==> src/rtl/fu_mul_pkg.sv <==
// Shared definitions for the pipelined multiply unit: op encodings,
// default geometry and small decode helpers used by the issue stage.
package fu_mul_pkg;

  // Op encodings carried on the 2-bit op port.
  localparam logic [1:0] OP_MUL    = 2'b00;  // low half, sign-agnostic
  localparam logic [1:0] OP_MULH   = 2'b01;  // high half, signed x signed
  localparam logic [1:0] OP_MULHSU = 2'b10;  // high half, signed x unsigned
  localparam logic [1:0] OP_MULHU  = 2'b11;  // high half, unsigned x unsigned

  // Default geometry of the unit.
  localparam int DEF_WIDTH   = 32;
  localparam int DEF_TAG_W   = 4;
  localparam int DEF_LATENCY = 7;

  // rs1 is treated as signed for MULH and MULHSU.
  function automatic logic op_a_signed(input logic [1:0] op);
    return (op == OP_MULH) || (op == OP_MULHSU);
  endfunction

  // rs2 is treated as signed only for MULH.
  function automatic logic op_b_signed(input logic [1:0] op);
    return (op == OP_MULH);
  endfunction

  // MUL returns the low half; every other mode returns the high half.
  function automatic logic op_takes_low(input logic [1:0] op);
    return (op == OP_MUL);
  endfunction

endpackage

==> src/rtl/mul_core.sv <==
// Signed (WIDTH+1)x(WIDTH+1) multiplier with STAGES register stages.
// Operands arrive already sign- or zero-extended by one bit, so a single
// signed multiplier covers all four op modes. The product is registered
// straight off the multiplier and then delayed; downstream synthesis
// retiming is expected to spread the multiplier across the delay stages.
// All stages share one enable so the whole pipe freezes as a unit.
module mul_core #(
  parameter int WIDTH  = 32,
  parameter int STAGES = 6
) (
  input  logic                 clk,
  input  logic                 i_en,
  input  logic signed [WIDTH:0] i_a,
  input  logic signed [WIDTH:0] i_b,
  output logic [2*WIDTH-1:0]   o_p
);

  // Full-width signed product; the two extra top bits are pure sign
  // extension once the operands are at most WIDTH+1 bits, so only the
  // low 2*WIDTH bits carry information.
  logic signed [2*WIDTH+1:0] w_full;
  logic [1:0]                w_unused_hi;

  assign w_full      = i_a * i_b;
  assign w_unused_hi = w_full[2*WIDTH+1:2*WIDTH];

  // Product data pipeline; data registers need no reset because the
  // valid bits in the parent decide whether anything here is consumed.
  logic [2*WIDTH-1:0] r_stage [STAGES];

  // First stage captures the multiplier output.
  always_ff @(posedge clk) begin
    if (i_en) begin
      r_stage[0] <= w_full[2*WIDTH-1:0];
    end
  end

  generate
    for (genvar gi = 1; gi < STAGES; gi++) begin : g_delay
      // Later stages shift the product forward when the pipe advances.
      always_ff @(posedge clk) begin
        if (i_en) begin
          r_stage[gi] <= r_stage[gi-1];
        end
      end
    end
  endgenerate

  assign o_p = r_stage[STAGES-1];

endmodule

==> src/rtl/fu_mul_pipe.sv <==
// Fully pipelined multiply functional unit. Accepts one op per cycle and
// returns results in issue order LATENCY cycles later. A consumer
// backpressures through res_ack; while a result is presented but not
// acknowledged the entire pipe freezes. flush drops everything in flight.
// Stage map: LATENCY-1 stages inside mul_core (valid/tag/op shadowed here)
// followed by the output register holding res/tag_out/finish.
module fu_mul_pipe
  import fu_mul_pkg::*;
#(
  parameter int WIDTH   = DEF_WIDTH,
  parameter int LATENCY = DEF_LATENCY,  // legal range 2..16
  parameter int TAG_W   = DEF_TAG_W
) (
  input  logic             clk,
  input  logic             rst,
  input  logic             EN,
  input  logic [1:0]       op,
  input  logic [WIDTH-1:0] A,
  input  logic [WIDTH-1:0] B,
  input  logic [TAG_W-1:0] tag_in,
  input  logic             flush,
  input  logic             res_ack,
  output logic             ready,
  output logic             finish,
  output logic [WIDTH-1:0] res,
  output logic [TAG_W-1:0] tag_out
);

  localparam int CORE_STAGES = LATENCY - 1;

  // Pipeline control: a presented but unacknowledged result stalls
  // everything; otherwise every stage moves forward one step per edge.
  logic w_stall;
  logic w_adv;

  // Valid bits, one per stage; the top bit is the output stage (finish).
  logic [LATENCY-1:0] r_valid;

  // Tag and op shadows for the stages inside mul_core.
  logic [TAG_W-1:0] r_tag [CORE_STAGES];
  logic [1:0]       r_op  [CORE_STAGES];

  // Output stage registers.
  logic [WIDTH-1:0] r_res;
  logic [TAG_W-1:0] r_tag_out;

  // Operand extension and core product.
  logic                 w_a_sext;
  logic                 w_b_sext;
  logic signed [WIDTH:0] w_a_ext;
  logic signed [WIDTH:0] w_b_ext;
  logic [2*WIDTH-1:0]   w_prod;
  logic [WIDTH-1:0]     w_res_sel;
  logic                 w_core_last_valid;

  assign w_stall = r_valid[LATENCY-1] & ~res_ack;
  assign w_adv   = ~w_stall;

  // One extra bit per operand: a copy of the MSB for signed treatment,
  // zero for unsigned treatment. A single signed multiply then yields the
  // correct 2*WIDTH product for every mode.
  assign w_a_sext = op_a_signed(op) & A[WIDTH-1];
  assign w_b_sext = op_b_signed(op) & B[WIDTH-1];
  assign w_a_ext  = {w_a_sext, A};
  assign w_b_ext  = {w_b_sext, B};

  mul_core #(
    .WIDTH  (WIDTH),
    .STAGES (CORE_STAGES)
  ) u_core (
    .clk  (clk),
    .i_en (w_adv),
    .i_a  (w_a_ext),
    .i_b  (w_b_ext),
    .o_p  (w_prod)
  );

  // Half-select driven by the op that travelled alongside the product.
  assign w_res_sel = op_takes_low(r_op[CORE_STAGES-1]) ? w_prod[WIDTH-1:0]
                                                       : w_prod[2*WIDTH-1:WIDTH];
  assign w_core_last_valid = r_valid[LATENCY-2];

  // Valid shift register; reset beats flush, flush beats stall, and an op
  // presented together with flush is dropped along with everything else.
  // While stalled, EN is not sampled because the shift does not happen.
  always_ff @(posedge clk) begin
    if (rst || flush) begin
      r_valid <= '0;
    end else if (w_adv) begin
      r_valid <= {r_valid[LATENCY-2:0], EN};
    end
  end

  // Issue stage captures the tag and op of the incoming request.
  always_ff @(posedge clk) begin
    if (w_adv) begin
      r_tag[0] <= tag_in;
      r_op[0]  <= op;
    end
  end

  generate
    for (genvar gi = 1; gi < CORE_STAGES; gi++) begin : g_shadow
      // Tag/op shadows move in lockstep with the product stages.
      always_ff @(posedge clk) begin
        if (w_adv) begin
          r_tag[gi] <= r_tag[gi-1];
          r_op[gi]  <= r_op[gi-1];
        end
      end
    end
  endgenerate

  // Output stage: loads only when a valid op moves in, so bubbles and
  // flushed slots leave the last presented res/tag_out untouched.
  always_ff @(posedge clk) begin
    if (rst) begin
      r_res     <= '0;
      r_tag_out <= '0;
    end else if (w_adv && !flush && w_core_last_valid) begin
      r_res     <= w_res_sel;
      r_tag_out <= r_tag[CORE_STAGES-1];
    end
  end

  assign ready   = ~w_stall;
  assign finish  = r_valid[LATENCY-1];
  assign res     = r_res;
  assign tag_out = r_tag_out;

endmodule

==> config.mk <==
export PLATFORM = sky130hd
export DESIGN_NAME = fu_mul_pipe
export DESIGN_NICKNAME = d
export VERILOG_FILES = /design/src/rtl/fu_mul_pkg.sv /design/src/rtl/mul_core.sv /design/src/rtl/fu_mul_pipe.sv
export SDC_FILE = /design/constraint.sdc
export NUM_CORES = 2
export LEC_CHECK = 0
export ABC_AREA = 1
export CORE_MARGIN = 3
export CORE_UTILIZATION = 35
export CTS_CLUSTER_DIAMETER = 40
export DETAILED_ROUTE_END_ITERATION = 16
export DONT_BUFFER_PORTS = 1
export PLACE_DENSITY = 0.62
export SYNTH_ARGS = -nofsm -noshare
export SYNTH_HDL_FRONTEND = slang
export SYNTH_HIERARCHICAL = 1
export SYNTH_SLANG_ARGS = --single-unit
==> constraint.sdc <==
create_clock -name clk -period 7.7 [get_ports clk]
set_clock_uncertainty 0.1 [all_clocks]
set_input_delay 0.77 -clock clk [delete_from_list [all_inputs] [get_ports clk]]
set_output_delay 0.77 -clock clk [all_outputs]
set_load 0.005 [all_outputs]
* After elaboration in Yosys (flattened, before gate mapping)
Memories as Yosys holds them, arrays and structs flattened. A register that Yosys moved wholly into a read port is not among the register bits. Index checks and enable logic that the tools add are counted.
Word-level totals: register bits after elaboration 39, bits in latches 0, bits in writable memories 420, memory bits (read-only) 0, output and inout port bits 38, logic and storage cells 21, memories kept 3
Memory list:
- u_core.r_stage | depth 6, bits a word 64, read ports 6, clocked after memory_dff 0, wr ports 6, line mul_core.sv:29 | logic [2*WIDTH-1:0] r_stage [STAGES];
- r_tag | depth 6, bits a word 4, read ports 6, clocked after memory_dff 1, wr ports 6, line fu_mul_pipe.sv:40 | logic [TAG_W-1:0] r_tag [CORE_STAGES];
- r_op | depth 6, bits a word 2, read ports 6, clocked after memory_dff 0, wr ports 6, line fu_mul_pipe.sv:41 | logic [1:0] r_op [CORE_STAGES];
Operators by class: add/sub/neg operators 0, multipliers 1, div/mod/pow operators 0, magnitude comparators 0, equal/unequal tests 2, shift operators 0, muxes and demuxes 2, bitwise logic cells 5, reduce and logical (&&, ||, !) cells 6
Operator list (number):
- $mul A33 B33 Y64 | 1
- $mux W32 | 1
- $and A1 B1 Y1 | 3
- $eq A2 B1 Y1 const B | 1
- $eq A2 B2 Y1 const B | 1
- $logic_and A1 B1 Y1 | 2
- $logic_not A2 Y1 | 1
- $logic_or A1 B1 Y1 | 2
- $not A1 Y1 | 2
- $logic_not A1 Y1 | 1
- $mux W1 | 1

* Longest topological paths before layout
depth in word-level cells 5, gate-level depth with buffers 36, depth with buffers taken out 35

* Hierarchy
Netlist, hierarchy kept.
By module, submodules not included:
- mul_core | times used 1, cells an instance 5647, area an instance 52228.8 µm², seq. area each 11531.1 µm²
- fu_mul_pipe | times used 1, cells an instance 402, area an instance 3233.1 µm², seq. area each 1941.9 µm²

* Worst setup path after synthesis
Ideal clock, no wire load.
kind input to register, from input op[1], to memory u_core/r_stage[0][63] (netlist name) (data pin), setup time 0.253 ns, arrival time 7.990 ns, slack -0.643 ns, cell stages on the path 29, buffers on the path 1, path through inv_1 > ha_1 > nor2_1 > clkbuf_1 > nand2_1 > inv_1 > fa_1 > fa_1 > fa_1 > inv_1 > fa_1 > inv_1 > fa_1 > fa_1 > inv_1 > fa_1 > fa_1 > inv_1 > ha_1 > nand2_1 > inv_1 > nand2_1 > nor3_1 > nor3b_2 > nand2_1 > nand2_1 > inv_1 > nand3_1 > nand2_1
RTL lines:
- start, declared | line fu_mul_pipe.sv:17 | input logic [1:0] op,
- end, declared | line mul_core.sv:29

==> out/summary.log <==
INFO  synthesis      post_synth_inst_count=6049
INFO  worst_hold_path worst_hold_path_type=input port to register
INFO  floorplanning  die_area=0.163mm²
INFO  synthesis      synthesis.area_per_instance=9.17µm²
INFO  critical_path  slowest_stage=sky130_fd_sc_hd__fa_2
INFO  floorplanning  core_area=0.157mm²
INFO  sta            finalHoldViolations=0
INFO  synthesis      share_of_the_yosys_chip_area_belonging_to_registers=24.3%
INFO  critical_path  worstPathBufferInverterCount=12
INFO  final_layout   fillerInstances=15500
INFO  critical_path  critical_path.endpoint_type=register
INFO  floorplanning  die_height=404µm
INFO  flow_run       max_cap_violations=0
INFO  critical_path  crit_family=adder cells
INFO  global_routing number_of_global_route_vias_before_repair=42100
INFO  critical_path  worst_ep_required_time=8.03ns
INFO  sta            finalSetupViolations=0
INFO  sta            relSlewSlack=19.5%
INFO  final_layout   num-nets-final=7447
INFO  floorplanning  rows=145
INFO  floorplanning  io-pin-count=113
INFO  final_layout   flow.area_growth_from_synthesis=10.2%
INFO  clocking       worst_skew_pair.late_latency=0.62ns
INFO  critical_path  crit_top_cell=sky130_fd_sc_hd__inv_1
INFO  critical_path  crit_path_start_kind=input port
INFO  routing        detail_route.first_pass.iterations=5
INFO  sta            worstMarginPinSlew=1.21ns
INFO  clocking       cts.sinks=463
INFO  synthesis      yosys_warnings=6
INFO  outcome        status=complete, no violations
INFO  routing        detailedRoute.firstIterationViolations=2343
INFO  floorplanning  floorplan.die.width=404µm
INFO  clocking       cts-buffers-inserted=61
INFO  place          hpwlAfterDp=114000µm
INFO  clocking       cts_tree=yes
INFO  place          gp_routability_congestion=0.906
INFO  sta            final.min_clock_period=7.45ns
INFO  synthesis      synth_nets=7462
INFO  global_routing overflow=0
INFO  sta            maxSlewViolCount=0
INFO  sta            rsz_0062_raised_after_global_routing=yes
INFO  global_routing grt_first_pass_wirelength=231000µm
INFO  final_layout   non_filler_cells_final=8146
INFO  critical_path  cpPeakStageDelay=0.62ns
INFO  sta            fmax=0.134GHz
INFO  final_layout   layout.area.seq=0.0135mm²
INFO  critical_path  worst_ep_arrival_time=7.78ns
INFO  synthesis      synth_area=0.0555mm²
INFO  routing        via_count=37500
INFO  place          dpl.cell_count=8029
INFO  final_layout   layout_common_cells=sky130_fd_sc_hd__inv_1 (1794), sky130_fd_sc_hd__nand2_1 (1600), sky130_fd_sc_hd__fa_1 (1120)
INFO  routing        ant_nets=0
INFO  global_routing number_of_antenna_violations_at_the_first_check_in_global_routing=2
INFO  routing        drt-total-wl=142000µm
INFO  final_layout   postLayoutCellArea=0.0611mm²
INFO  final_layout   multi_input_comb_area=0.0343mm²
INFO  synthesis      synth_cell_type_count=37
INFO  clocking       cts_max_path_buffers=3
INFO  routing        avgViaCountPerCell=4.60
INFO  global_routing global_route.usage.total=17.9%
INFO  floorplanning  floorplan.initialDensity=35.4%
INFO  clocking       cts.reportedPaths.clkPinSlew=0.06ns
INFO  synthesis      ys_ff_latch=463
INFO  clocking       cts_max_level=2
INFO  place          placed_area=0.0588mm²
INFO  sta            hold_ws=0.105ns
INFO  final_layout   post_route_cells_drive_above_1_share=7.03%
INFO  clocking       root_buffer=sky130_fd_sc_hd__clkbuf_16
INFO  critical_path  path_class=input port to register
INFO  sta            post-route-period-util=96.8%
INFO  routing        routed_wire_length_per_instance=17.5µm
INFO  routing        post-route-drc-count=0
INFO  place          numPortBuffers=0
INFO  final_layout   mostFrequentLayoutCell=sky130_fd_sc_hd__inv_1
INFO  critical_path  worst-path-max-fanout=17
INFO  clocking       cts_setup_buffers=0
INFO  sta            fin_setup_tns=0ns
INFO  global_routing grt_max_degree=183
## cells by family (layout without fill, tap and decap cells)
group / Yosys count / in the layout / share of synthesized area (%)
AOI/OAI and AO/OA: 142 / 142 / 1.42
xor gates and xnor gates: 39 / 39 / 0.616
adders and majority gates: 1338 / 1338 / 45.4
buffers and inverters: 2094 / 2132 / 14.2
DFF: 463 / 463 / 24.3
other: 0 / 1 / 0
and+or+nand+nor: 1973 / 1973 / 14.0
## worst register-to-register path, stage by stage, from the launching register on
cell and delay (ns):
sky130_fd_sc_hd__dfxtp_1 0.34, sky130_fd_sc_hd__nand2_4 0.52, sky130_fd_sc_hd__buf_12 0.73, sky130_fd_sc_hd__buf_12 0.76
## sequential cells by signal (all words and copies together) (netlist names)
register / flops
r_op: 12
r_valid: 7
u_core/r_stage: 384
tag_out: 4
r_tag: 24
res: 32
## area by class of cell
cell class	instances	share of cell area, %
Inverter	1814	11.2
Clock buffer	67	2.53
Multi-Input combinational cell	3492	56.2
Tap cell	2058	4.21
Timing Repair Buffer	202	2.62
Sequential cell	463	22.0
Antenna cell	1	0.00409
Clock inverter	49	1.24
## final timing paths
| path | depth (start not counted) | slack [ns] | end | startpoint |
|---|---|---|---|---|
| max | 30 | 0.25 | u_core/r_stage[0][36] | op[1] |
| min | 1 | 0.11 | tag_out[0] | rst |
| max reg2reg | 3 | 4.71 | u_core/r_stage[1][18] | r_valid[6] |
| min reg2reg | 0 | 0.27 | u_core/r_stage[5][48] | u_core/r_stage[4][48] |
## per-stage QoR
stage,utilization (%),setup WS (ns)
global route,39.0,-0.00308
finish,39.0,0.250
CTS,39.0,0.241
detailed placement,37.5,-0.428
floorplan,-,-0.0426
global placement,37.5,-0.380
## Yosys cell counts
cell	count	area share (%)
sky130_fd_sc_hd__nand3b_1	5	0.068
sky130_fd_sc_hd__nand4_1	16	0.18
sky130_fd_sc_hd__edfxtp_1	420	23
sky130_fd_sc_hd__buf_6	3	0.061
sky130_fd_sc_hd__nand3_4	1	0.032
sky130_fd_sc_hd__o21ai_2	1	0.016
sky130_fd_sc_hd__o21a_1	1	0.014
sky130_fd_sc_hd__inv_2	9	0.061
sky130_fd_sc_hd__nand2_1	1612	11
sky130_fd_sc_hd__nor3b_2	1	0.023
sky130_fd_sc_hd__a31oi_1	1	0.011
sky130_fd_sc_hd__xnor2_1	6	0.095
sky130_fd_sc_hd__clkbuf_1	265	1.8
sky130_fd_sc_hd__nand3b_2	1	0.020
sky130_fd_sc_hd__a21oi_2	3	0.047
sky130_fd_sc_hd__nand2b_1	1	0.011
sky130_fd_sc_hd__nor2_2	16	0.18
sky130_fd_sc_hd__o21ai_0	26	0.23
sky130_fd_sc_hd__nor2_1	206	1.4
sky130_fd_sc_hd__nor4_2	2	0.045
sky130_fd_sc_hd__nand3_2	6	0.11
sky130_fd_sc_hd__inv_1	1805	12
sky130_fd_sc_hd__o21ai_1	7	0.063
sky130_fd_sc_hd__a21oi_1	80	0.72
sky130_fd_sc_hd__nor2_4	2	0.041
sky130_fd_sc_hd__nand3_1	71	0.64
sky130_fd_sc_hd__dfxtp_1	43	1.6
sky130_fd_sc_hd__buf_2	12	0.11
sky130_fd_sc_hd__xor2_1	33	0.52
sky130_fd_sc_hd__nand2_2	12	0.14
sky130_fd_sc_hd__ha_1	213	4.8
sky130_fd_sc_hd__nor3_1	11	0.099
sky130_fd_sc_hd__fa_1	1125	41
sky130_fd_sc_hd__nor3_2	3	0.054
sky130_fd_sc_hd__or2_2	7	0.079
sky130_fd_sc_hd__o21bai_1	18	0.24
sky130_fd_sc_hd__a21o_1	5	0.068
## layer usage
layer  share of wire [%]  wire [µm]  vias up  global-route usage [%]
li1                    -          -    17000                       -
met1                  43      61300    19200                    23.5
met4                 1.9       2760        0                    3.93
met2                  49      69200     1104                    30.9
met3                 6.4       9160      194                    3.12
met5                   0          0        -                       0
## repair_timing
action,4_1_cts,5_1_grt
gates resized for setup,0,7
setup endpoints to repair,0,3
hold buffers,0,0
endpoints found under the hold margin,0,0
Power is left out: the tool's default activity adds up to more than one toggle a clock period on the data nets, which glitch-free logic cannot reach.
